## config.mk

```make
export PLATFORM = sky130hd
export DESIGN_NAME = seg7_scan_driver
export DESIGN_NICKNAME = d
export VERILOG_FILES = /design/src/rtl/seg7_scan_driver.sv
export SDC_FILE = /design/constraint.sdc
export NUM_CORES = 1
export LEC_CHECK = 0
export ABC_AREA = 1
export CAP_MARGIN = 20
export CORE_MARGIN = 3
export CORE_UTILIZATION = 47
export CTS_CLUSTER_DIAMETER = 30
export DETAILED_ROUTE_END_ITERATION = 10
export GPL_TIMING_DRIVEN = 0
export PLACE_DENSITY = 0.76
export RECOVER_POWER = 100
export SYNTH_ARGS = -nofsm -noshare
export SYNTH_HDL_FRONTEND = slang
export SYNTH_SLANG_ARGS = --single-unit
```

## constraint.sdc

```tcl
create_clock -name clk -period 2.6 [get_ports clk]
set_input_delay 0.52 -clock clk [delete_from_list [all_inputs] [get_ports clk]]
set_output_delay 0.52 -clock clk [all_outputs]
set_load 0.03 [all_outputs]
```

## src/rtl/seg7_scan_driver.sv

```systemverilog
// Time-multiplexed 8-digit common-anode seven-segment driver. scan_in is sampled
// as a strobe in the clk domain; the display value is captured once per frame.
module seg7_scan_driver #(
    parameter bit BLANK_EN = 1'b1
) (
    input  logic        clk,
    input  logic        reset,
    input  logic        scan_in,
    input  logic [31:0] value,
    input  logic [7:0]  digit_en,
    input  logic [7:0]  dp_in,
    input  logic        lz_en,
    output logic [7:0]  an,
    output logic [6:0]  seg,
    output logic        dp,
    output logic        frame_start
);

    localparam logic [0:0] ST_BLANK = 1'b0;
    localparam logic [0:0] ST_SHOW  = 1'b1;

    logic [0:0]  state;
    logic [2:0]  idx;
    logic        scan_prev;
    logic [31:0] sh_value;
    logic [7:0]  sh_en;
    logic [7:0]  sh_dp;
    logic        sh_lz;

    logic        ev;
    logic        load;
    logic [2:0]  drive_idx;
    logic [31:0] cur_value;
    logic [7:0]  cur_en;
    logic [7:0]  cur_dp;
    logic        cur_lz;
    logic [7:0]  signif;
    logic [7:0]  visible;
    logic        any_above;
    logic [3:0]  nibble;

    function automatic logic [6:0] hex_decode(input logic [3:0] n);
        logic [6:0] s;
        unique case (n)
            4'h0: s = 7'h40;
            4'h1: s = 7'h79;
            4'h2: s = 7'h24;
            4'h3: s = 7'h30;
            4'h4: s = 7'h19;
            4'h5: s = 7'h12;
            4'h6: s = 7'h02;
            4'h7: s = 7'h78;
            4'h8: s = 7'h00;
            4'h9: s = 7'h10;
            4'hA: s = 7'h08;
            4'hB: s = 7'h03;
            4'hC: s = 7'h46;
            4'hD: s = 7'h21;
            4'hE: s = 7'h06;
            default: s = 7'h0E;
        endcase
        return s;
    endfunction

    // The digit being driven uses the freshly captured inputs on the frame-start event.
    always_comb begin
        ev        = scan_in & ~scan_prev;
        drive_idx = (state == ST_BLANK) ? idx : idx + 3'd1;
        load      = ev && (drive_idx == 3'd0) && ((state == ST_BLANK) || !BLANK_EN);
        cur_value = load ? value    : sh_value;
        cur_en    = load ? digit_en : sh_en;
        cur_dp    = load ? dp_in    : sh_dp;
        cur_lz    = load ? lz_en    : sh_lz;
        // NOTE: every combinational output gets a default first so no latch is inferred.
        signif    = '0;
        visible   = '0;
        any_above = 1'b0;
        for (int i = 7; i >= 0; i--) begin
            signif[i]  = cur_en[i] && ((cur_value[4*i +: 4] != 4'h0) || cur_dp[i]);
            any_above  = any_above | signif[i];
            visible[i] = cur_en[i] && (!cur_lz || any_above || (i == 0));
        end
        nibble = cur_value[{drive_idx, 2'b00} +: 4];
    end

    always_ff @(posedge clk) begin
        // NOTE: sequential state uses non-blocking assignments only, avoiding ordering races.
        if (reset) begin
            state       <= ST_BLANK;
            idx         <= 3'd0;
            scan_prev   <= 1'b0;
            an          <= 8'hFF;
            seg         <= 7'h7F;
            dp          <= 1'b1;
            frame_start <= 1'b0;
            sh_value    <= '0;
            sh_en       <= '0;
            sh_dp       <= '0;
            sh_lz       <= 1'b0;
        end else begin
            scan_prev   <= scan_in;
            frame_start <= 1'b0;
            if (ev) begin
                if ((state == ST_SHOW) && BLANK_EN) begin
                    an    <= 8'hFF;
                    seg   <= 7'h7F;
                    dp    <= 1'b1;
                    idx   <= idx + 3'd1;
                    state <= ST_BLANK;
                end else begin
                    an          <= visible[drive_idx] ? ~(8'b1 << drive_idx) : 8'hFF;
                    seg         <= visible[drive_idx] ? hex_decode(nibble) : 7'h7F;
                    dp          <= visible[drive_idx] ? ~cur_dp[drive_idx] : 1'b1;
                    idx         <= drive_idx;
                    state       <= ST_SHOW;
                    frame_start <= load;
                    if (load) begin
                        sh_value <= value;
                        sh_en    <= digit_en;
                        sh_dp    <= dp_in;
                        sh_lz    <= lz_en;
                    end
                end
            end
        end
    end

endmodule

```

==> impl_metrics.ini, run 1 <==
[cells_and_area]
syn_to_final_growth_pct = 53.9
final_cell_mix = nand2_1 (91), nor2_1 (86), dfxtp_1 (68)
final_common_cell = nand2_1
ff_latch_area_um2 = 1430
num-fill-cells = 504
drive_gt1_share_pct = 26.7
final_cell_count_no_fill = 744
fin_nets = 699
antenna_cells = 0
fin_util_pct = 75.7
multi_input_area_um2 = 2190

[synthesis]
syn_area_per_cell_um2 = 6.96
yosys.area.top_type = dfxtp_1
ys.flop_type = dfxtp_1
synth_cells = 518
synth-seq-cells = 71
synth_edf_count = 0
synthArstFlopShare_pct = 0
postSynthNetCount = 577
synth_area_um2 = 3600
yosysUniqueCellTypes = 38
yosys-top-cells-area = dfxtp_1 (39%), nand2_1 (11%), nor2_1 (9.4%)
seq_area_frac_synth_pct = 39.4
yosysWarnings = 0
synth_top_area_share_pct = 39.4

[sta]
slew_viol_final = 0
fin_ws_ps = -311
finalSetupViolCount = 16
skew_ps = 9.25
rsz0062_at_grt = yes
min_period_ps = 2910
worst_slew_pin_slew_ps = 645
max_freq_mhz = 344
slew_headroom_pct = 57.0
hold_viol = 0
post-route-period-util_pct = 112

[die]
ioPinCount = 69
fp.dieArea_um2 = 8760
core_area_um2 = 7330
start_util_pct = 49.2
die_h_um = 93.6
row_count = 31
die_x_um = 93.6

[clocking]
cts_hold_buffers = 0
insertion_delay_ps = 350
cts_buffer_depth = 2
cts_sinks = 71
cts-root-buf = clkbuf_8
cts_tree = built
numCtsBuffers = 9
htreeDepth = 3
clkTransAtPathRegs_ps = 80

[status]
status = finished with violations
failed_checks = negative setup slack

[grt]
track_usage_pct = 26.4
globalRouteOverflowTotal = 0
antenna_found_initial = 0
grt_pass1_wl_mm = 18.1
grt_max_degree = 13
grt_pass1_vias = 3766

[setup_path]
startpoint = idx[1]
crit_path_end = seg[3]
ff2ff_path_depth = 20
cp_slowest_cell = dfxtp_2
path_cells = ha_4 -> nand2_2 -> nand2_2 -> nor2_4 -> nand2_4 -> buf_8 -> buf_12 -> buf_16 -> o21ai_1 -> nand3_1 -> o21ai_2 -> nand4_1 -> o21bai_1 -> nand2_1 -> nand2_2 -> nand2_4 -> buf_8 -> nand3_2 -> nand2_1 -> inv_1
path_max_fanout = 6
critPathBufInv = 5
cp.required_ps = 2900
crit_type = flip-flop to flip-flop
rrSetupSlack_ps = -310
path_delay_family = simple AND/OR/NAND/NOR gates
arrival_ps = 3220
start_kind = flip-flop
slowest_delay_ps = 340
r2r-start = idx[1]
cp-end-kind = flip-flop
path_common_cell = nand2_2
reg2reg_to = seg[3]
cp_num_cells = 20

[detailed_routing]
finalWirelength_mm = 11.8
drc = 0
vias = 3959
wire_per_inst_um = 15.9
drtIter0Drc = 348
drtPass1Iterations = 5
antenna_left = 0
viasPerCell = 5.32

[place]
dp.cells = 685
port_buffers = 68
dp_hpwl_mm = 7.03
gp_congestion = 0.904

[min_path]
hp-class = flip-flop to flip-flop

[power]
power_leakage_nw = 2.49
max-vdd-ir-drop_mv = 0.820
power_density_nw_per_um2 = 1140

[job]
drv_cap = 0
[worst min-delay path by stage]
stage | start | slack, ps | cells past startpoint | endpoint
2_1_floorplan | idx[1] | 440 | 2 | idx[1]
3_5_place_dp | idx[1] | 470 | 2 | idx[1]
5_1_grt | seg[6] | 530 | 2 | seg[6]
4_1_cts | an[4] | 490 | 2 | an[4]
3_3_place_gp | idx[1] | 450 | 2 | idx[1]
6_report | an[7] | 500 | 2 | an[7]
[area by class of cell]
type	instances	area share [%]
multi-input cells	352	39.5
flip-flops and latches	71	25.7
repair buffers	111	20.3
inverters	76	5.28
plain buffers	19	3.20
clock buffers	11	2.73
well taps	99	2.23
clock inverters	5	1.01
[registers in the layout, summed over array words and instances (netlist names)]
signal,cells
frame_start,1
sh_dp,8
seg,7
an,8
scan_prev,1
state,1
sh_lz,1
sh_value,32
dp,1
idx,3
sh_en,8
[per-layer routing]
| layer | global-route usage (%) | part of all wire (%) |
|---|---|---|
| met4 | 10.8 | 3.2 |
| met2 | 45.9 | 49 |
| met3 | 3.94 | 8.0 |
| met1 | 32.4 | 40 |
| met5 | 0 | 0 |
[tightest hold or removal path, delay by kind of cell (launching register included)]
kind | cells | cell delay (ps)
and+or+nand+nor | 1 | 50
DFF | 1 | 330
AOI/OAI and AO/OA | 1 | 80
[power breakdown]
group | switching [mW] | leakage [nW] | total (mW) | internal (mW)
Sequential | 0.0781 | 0.582 | 1.40 | 1.32
Clock | 0.426 | 0.105 | 0.920 | 0.494
Combinational | 2.28 | 1.80 | 3.98 | 1.71
Total | 2.78 | 2.49 | 6.30 | 3.52
[synthesized netlist by cell type (all sizes together) (6+ instances only)]
library cell and number:
or2 6, ha 7, a21oi 20, mux2i 7
inv 75, nand3 20, buf 11, clkbuf 8
nor2 93, nand2 110, nand3b 7, dfxtp 71
o22ai 11, o21ai 53
[logic make-up after synthesis]
family,after synthesis,synth area share [%]
DFF,71,39.4
xor gates and xnor gates,1,0.243
buffers and inverters,95,11.6
adders and majority gates,7,2.43
and+or+nand+nor,245,29.2
muxes,7,2.05
AOI/OAI and AO/OA,92,15.1
[what timing repair did]
| item | in CTS | in global routing |
|---|---|---|
| resized for setup | 85 | 33 |
| endpoints found under the setup margin | 16 | 16 |
| cloned | 4 | 0 |
| pin swaps | 37 | 23 |
| setup buffers | 34 | 5 |
[per-stage QoR]
stage          setup slack [ps]  instance area [µm²]  setup TNS [ps]  total power [mW]  hold slack, ps
6_report                   -311                 5550           -4370              6.30             499
5_1_grt                    -490                 5550           -7150              6.67             527
4_1_cts                    -183                 5370           -2280              5.86             495
3_5_place_dp              -1020                 4460          -13240              3.95             469
3_3_place_gp               -993                 4460          -12780              3.88             454
2_1_floorplan             -80.2                 3650           -94.5              3.30             438
Note: power is estimated with default switching activity, not from simulation.
==> run 2: changes to the inputs <==
--- a/config.mk
+++ b/config.mk
@@ -8,12 +8,13 @@
 export ABC_AREA = 1
 export CAP_MARGIN = 20
 export CORE_MARGIN = 3
-export CORE_UTILIZATION = 47
+export CORE_UTILIZATION = 52
 export CTS_CLUSTER_DIAMETER = 30
 export DETAILED_ROUTE_END_ITERATION = 10
 export GPL_TIMING_DRIVEN = 0
-export PLACE_DENSITY = 0.76
+export PLACE_DENSITY = 0.8
 export RECOVER_POWER = 100
+export SLEW_MARGIN = 20
 export SYNTH_ARGS = -nofsm -noshare
 export SYNTH_HDL_FRONTEND = slang
 export SYNTH_SLANG_ARGS = --single-unit
==> constraint.sdc (replaced) <==
create_clock -name clk -period 2.8 [get_ports clk]
set_input_delay 0.56 -clock clk [delete_from_list [all_inputs] [get_ports clk]]
set_output_delay 0.56 -clock clk [all_outputs]
set_load 0.03 [all_outputs]
==> run 2 against run 1 <==
Against the previous run: the run still ends with negative setup slack left; sequential cell count did not move; sequential power fell by 6%; design area fell by 7.7%; clock power rose by 13%; first-iteration DRC count fell by 6.3%; largest power group unchanged.
==> impl_metrics.ini, run 2 (synthesized netlist as in run 1, its figures left out) <==
[power]
max-vdd-ir-drop_mv = 0.743
p_total_mw = 5.36
power_leakage_nw = 2.32
power_density_nw_per_um2 = 1050

[detailed_routing]
drtPass1Iterations = 5
antenna_left = 0
vias = 3901
drc = 0
wire_per_inst_um = 15.7
drtIter0Drc = 326
viasPerCell = 5.60
finalWirelength_mm = 10.9

[clocking]
htreeDepth = 3
cts-root-buf = clkbuf_8
numCtsBuffers = 9
cts_tree = built
clkTransAtPathRegs_ps = 80
cts_hold_buffers = 0
cts_buffer_depth = 2
insertion_delay_ps = 350
cts_sinks = 71

[setup_path]
crit_type = flip-flop to flip-flop
arrival_ps = 3230
cp-end-kind = flip-flop
start_kind = flip-flop
path_max_fanout = 8
reg2reg_to = seg[0]
rrSetupSlack_ps = -180
ff2ff_path_depth = 20
r2r-start = idx[0]
cp.required_ps = 3050

[min_path]
hp-class = flip-flop to flip-flop
holdPathStages = 2
min-delay-start = an[1]
min_to = an[1]

[grt]
antenna_found_initial = 0
track_usage_pct = 26.2
grt_max_degree = 13
grt_pass1_wl_mm = 16.2
globalRouteOverflowTotal = 0
grt_pass1_vias = 3594

[sta]
slew_viol_final = 0
min_period_ps = 2980
hold_viol = 0
max_freq_mhz = 335
finalSetupViolCount = 16
skew_ps = 8.94
fin_ws_ps = -183
post-route-period-util_pct = 107
worst_slew_pin_slew_ps = 597
slew_headroom_pct = 60.2
rsz0062_at_grt = yes

[cells_and_area]
final_cell_mix = nand2_1 (101), nor2_1 (86), inv_1 (70)
fin_util_pct = 78.4
largest_reg_flops = 32
num-fill-cells = 438
drive_gt1_share_pct = 18.4
final_common_cell = nand2_1
top_register = sh_value
fin_nets = 673
syn_to_final_growth_pct = 42.1
antenna_cells = 0

[place]
dp_hpwl_mm = 6.95
gp_congestion = 0.972
port_buffers = 68
post-place-ws_ps = -1010

[job]
drv_cap = 0

[die]
die_x_um = 89.3
die_h_um = 89.3
row_count = 29
start_util_pct = 55.2
core_area_um2 = 6530
ioPinCount = 69
fp.dieArea_um2 = 7970

[status]
status = finished with violations
failed_checks = negative setup slack
## run 2: final cells by class
type                    instances  area (µm²)  share of cell area [%]
multi-input cells             352        2040                    39.8
repair buffers                 85         845                    16.5
well taps                      77        96.3                    1.88
plain buffers                  19         170                    3.32
clock inverters                 5         104                    2.03
clock buffers                  11         151                    2.96
flip-flops and latches         71        1430                    27.9
inverters                      76         292                    5.69
## run 2: metal layers
layer / GRT usage, % / up-vias / part of all wire [%]
li1: - / 1836 / -
met1: 32.3 / 1826 / 40
met2: 45.1 / 204 / 50
met3: 3.50 / 35 / 7.1
met4: 11.9 / 0 / 2.5
met5: 0 / - / 0
## run 2: power breakdown
part,internal [mW],switching [mW]
sequential,1.23,0.0804
combinational,1.20,1.82
clock,0.641,0.400
## run 2: through the flow
| step | area, µm² | instances | hold slack [ps] | setup TNS [ps] |
|---|---|---|---|---|
| global placement | 4390 | 663 | 471 | -11250 |
| CTS | 4890 | 690 | 495 | 0 |
| detailed placement | 4390 | 663 | 476 | -11720 |
| floorplan | 3610 | 518 | 454 | 0 |
| global route | 5120 | 696 | 527 | -3660 |
| finish | 5120 | 696 | 490 | -1760 |
## run 2: worst max-delay path, cell delays in order (launching register included)
cell and delay, ps:
dfxtp_4 360, ha_4 220, nand2_4 70, nand2_4 70, nor2_4 170, nand2_4 90
buf_8 150, buf_8 140, o21ai_4 140, nor2_1 80, o21ai_1 210, nand2_1 130
o21ai_4 210, inv_4 80, ha_4 160, inv_2 50, buf_4 90, buf_4 80
o21ai_0 90, a21oi_1 210, a21oi_2 80
## run 2: what timing repair did
item	CTS	global route
resized for setup	38	38
gates cloned	0	1
endpoints found under the setup margin	16	16
pin swaps	15	21
setup buffers	11	5
## run 2: how the worst max path moves through the flow
stage / start / to / slack [ps] / cells after the start
2_1_floorplan: idx[0] / seg[3] / 20 / 20
3_3_place_gp: scan_in / seg[3] / -990 / 19
3_5_place_dp: scan_in / seg[3] / -1010 / 19
4_1_cts: idx[0] / seg[3] / 4 / 24
5_1_grt: idx[0] / seg[3] / -290 / 24
6_report: idx[0] / seg[0] / -180 / 20
==> run 3: changes to the inputs <==
--- a/config.mk
+++ b/config.mk
@@ -7,13 +7,15 @@
 export LEC_CHECK = 0
 export ABC_AREA = 1
 export CAP_MARGIN = 20
+export CORE_ASPECT_RATIO = 2
 export CORE_MARGIN = 3
 export CORE_UTILIZATION = 52
 export CTS_CLUSTER_DIAMETER = 30
 export DETAILED_ROUTE_END_ITERATION = 10
 export GPL_TIMING_DRIVEN = 0
-export PLACE_DENSITY = 0.8
+export PLACE_DENSITY = 0.84
 export RECOVER_POWER = 100
+export SKIP_LAST_GASP = 1
 export SLEW_MARGIN = 20
 export SYNTH_ARGS = -nofsm -noshare
 export SYNTH_HDL_FRONTEND = slang
==> run 3 against run 2 <==
Against the previous run: the flow still finishes with violations (negative setup slack); final cell count increased by 3.9%; global-route usage grew 3.9 points; wire length rose by 13%; register-to-register slack better by 40 ps; design area is 5.4% higher; hold slack lost 4.0 ps; largest cell class unchanged; largest power group unchanged.
==> impl_metrics.ini, run 3 (synthesized netlist as in run 1, its figures left out) <==
[status]
status = finished with violations
failed_checks = negative setup slack

[grt]
grt_pass1_wl_mm = 18.3
grt_pass1_vias = 3923
globalRouteOverflowTotal = 0
antenna_found_initial = 0
track_usage_pct = 30.1
grt_max_degree = 11

[sta]
worst_slew_pin_slew_ps = 599
max_freq_mhz = 340
post-route-period-util_pct = 105
fin_ws_ps = -140
slew_headroom_pct = 60.1
hold_ws_ps = 486
skew_ps = 3.03
slew_viol_final = 0
hold_viol = 0
min_period_ps = 2940
finalSetupViolCount = 16
rsz0062_at_grt = yes
tns_ps = -874

[setup_path]
start_kind = flip-flop
startpoint = idx[1]
arrival_ps = 3210
rrSetupSlack_ps = -140
r2r-start = idx[1]
path_max_fanout = 6
reg2reg_to = seg[6]
cp-end-kind = flip-flop
cp.required_ps = 3070
ff2ff_path_depth = 23
crit_path_end = seg[6]
crit_type = flip-flop to flip-flop

[die]
ioPinCount = 69
row_count = 42
core_area_um2 = 6670
fp.dieArea_um2 = 8030
die_x_um = 64.9
die_h_um = 124
start_util_pct = 54.0

[place]
dp_hpwl_mm = 7.49
placed_cell_area_um2 = 4400
port_buffers = 68
dp.cells = 674
gp_congestion = 0.955

[detailed_routing]
drc = 0
vias = 4102
wire_per_inst_um = 17.1
viasPerCell = 5.67
antenna_left = 0
drtPass1Iterations = 6
drtIter0Drc = 451
finalWirelength_mm = 12.3

[clocking]
htreeDepth = 3
insertion_delay_ps = 340
cts_buffer_depth = 2
cts_tree = built
numCtsBuffers = 9
cts-root-buf = clkbuf_16
cts_sinks = 71
clkTransAtPathRegs_ps = 50

[cells_and_area]
final_common_cell = nand2_1
num-fill-cells = 405
fin_nets = 690
largest_reg_flops = 32
syn_to_final_growth_pct = 49.8
final_cell_mix = nand2_1 (88), nor2_1 (84), inv_1 (68), dfxtp_1 (68), clkdlybuf4s50_1 (67)
drive_gt1_share_pct = 23.8
final_cell_count_no_fill = 723
antenna_cells = 0
top_register = sh_value
final_area_um2 = 5400

[power]
power_density_nw_per_um2 = 1080
power_leakage_nw = 2.42
max-vdd-ir-drop_mv = 0.703

[min_path]
hp-class = flip-flop to flip-flop

[job]
drv_cap = 0
run 3: cell count changes in the layout (fill, tap and decap cells not counted), moves of 3 or more:
cell / before / now
nand2_2: 4 / 18
o21ai_2: 5 / 12
nand2_1: 101 / 88
bufinv_16: 3 / 0
buf_4: 13 / 27
clkbuf_16: 1 / 9
clkbuf_8: 11 / 3
o21ai_1: 23 / 18
clkbuf_1: 8 / 11
run 3: cell type report:
| type | instances | area [µm²] | share of cell area (%) |
|---|---|---|---|
| inverters | 76 | 295 | 5.47 |
| multi-input cells | 352 | 2110 | 39.0 |
| well taps | 88 | 110 | 2.04 |
| clock buffers | 15 | 278 | 5.14 |
| plain buffers | 19 | 174 | 3.22 |
| repair buffers | 102 | 1010 | 18.7 |
| flip-flops and latches | 71 | 1430 | 26.4 |
run 3: what timing repair did:
action                     in CTS  in global routing
setup endpoints to repair      16                 16
setup buffers                  26                  6
cloned                          2                  0
resized for setup              60                 49
hold buffers                    0                  0
pin swaps                      27                 25
run 3: metal layers:
metal  up-vias  wire length (µm)  part of all wire, %  global-route usage, %
met4         0               785                  6.4                   20.7
met2       256              6520                   53                   55.2
met5         -                 0                    0                      0
met3        76               840                  6.8                   6.77
met1      1898              4200                   34                   29.0
li1       1872                 -                    -                      -
run 3: metrics by stage:
stage	worst slack [ps]	total power, mW	utilization (%)
6_report	-140	5.85	80.9
4_1_cts	-55.6	5.36	77.6
3_5_place_dp	-1030	3.61	65.9
5_1_grt	-260	6.13	80.9
2_1_floorplan	20.3	3.01	-
3_3_place_gp	-994	3.55	65.9
run 3: worst max-delay path, cell delays in order, from the launching register on:
cell and delay [ps]:
dfxtp_4 360, ha_4 210, nand2_2 80, nand2_2 80
nor2_4 160, nand2_4 90, buf_12 160, buf_12 120
buf_16 120, nand2_2 70, o21ai_4 70, nor2_1 110
o21ai_1 90, nand2_1 110, o21ai_4 80, inv_4 100
ha_4 150, inv_4 40, nor2_2 140, inv_2 60
buf_4 140, a21oi_1 140, nor2_1 60, a21oi_1 140
run 3: how the worst min path moves through the flow:
| stage | from | endpoint | slack (ps) | depth (start not counted) |
|---|---|---|---|---|
| 2_1_floorplan | idx[1] | idx[1] | 450 | 2 |
| 3_3_place_gp | idx[1] | idx[1] | 470 | 2 |
| 3_5_place_dp | an[1] | an[1] | 480 | 2 |
| 4_1_cts | an[1] | an[1] | 490 | 2 |
| 5_1_grt | an[7] | an[7] | 510 | 2 |
| 6_report | an[1] | an[1] | 490 | 2 |
run 3: report_power, final:
group,internal [mW],switching (mW)
clock,0.668,0.417
combinational,1.42,2.03
sequential,1.23,0.0824
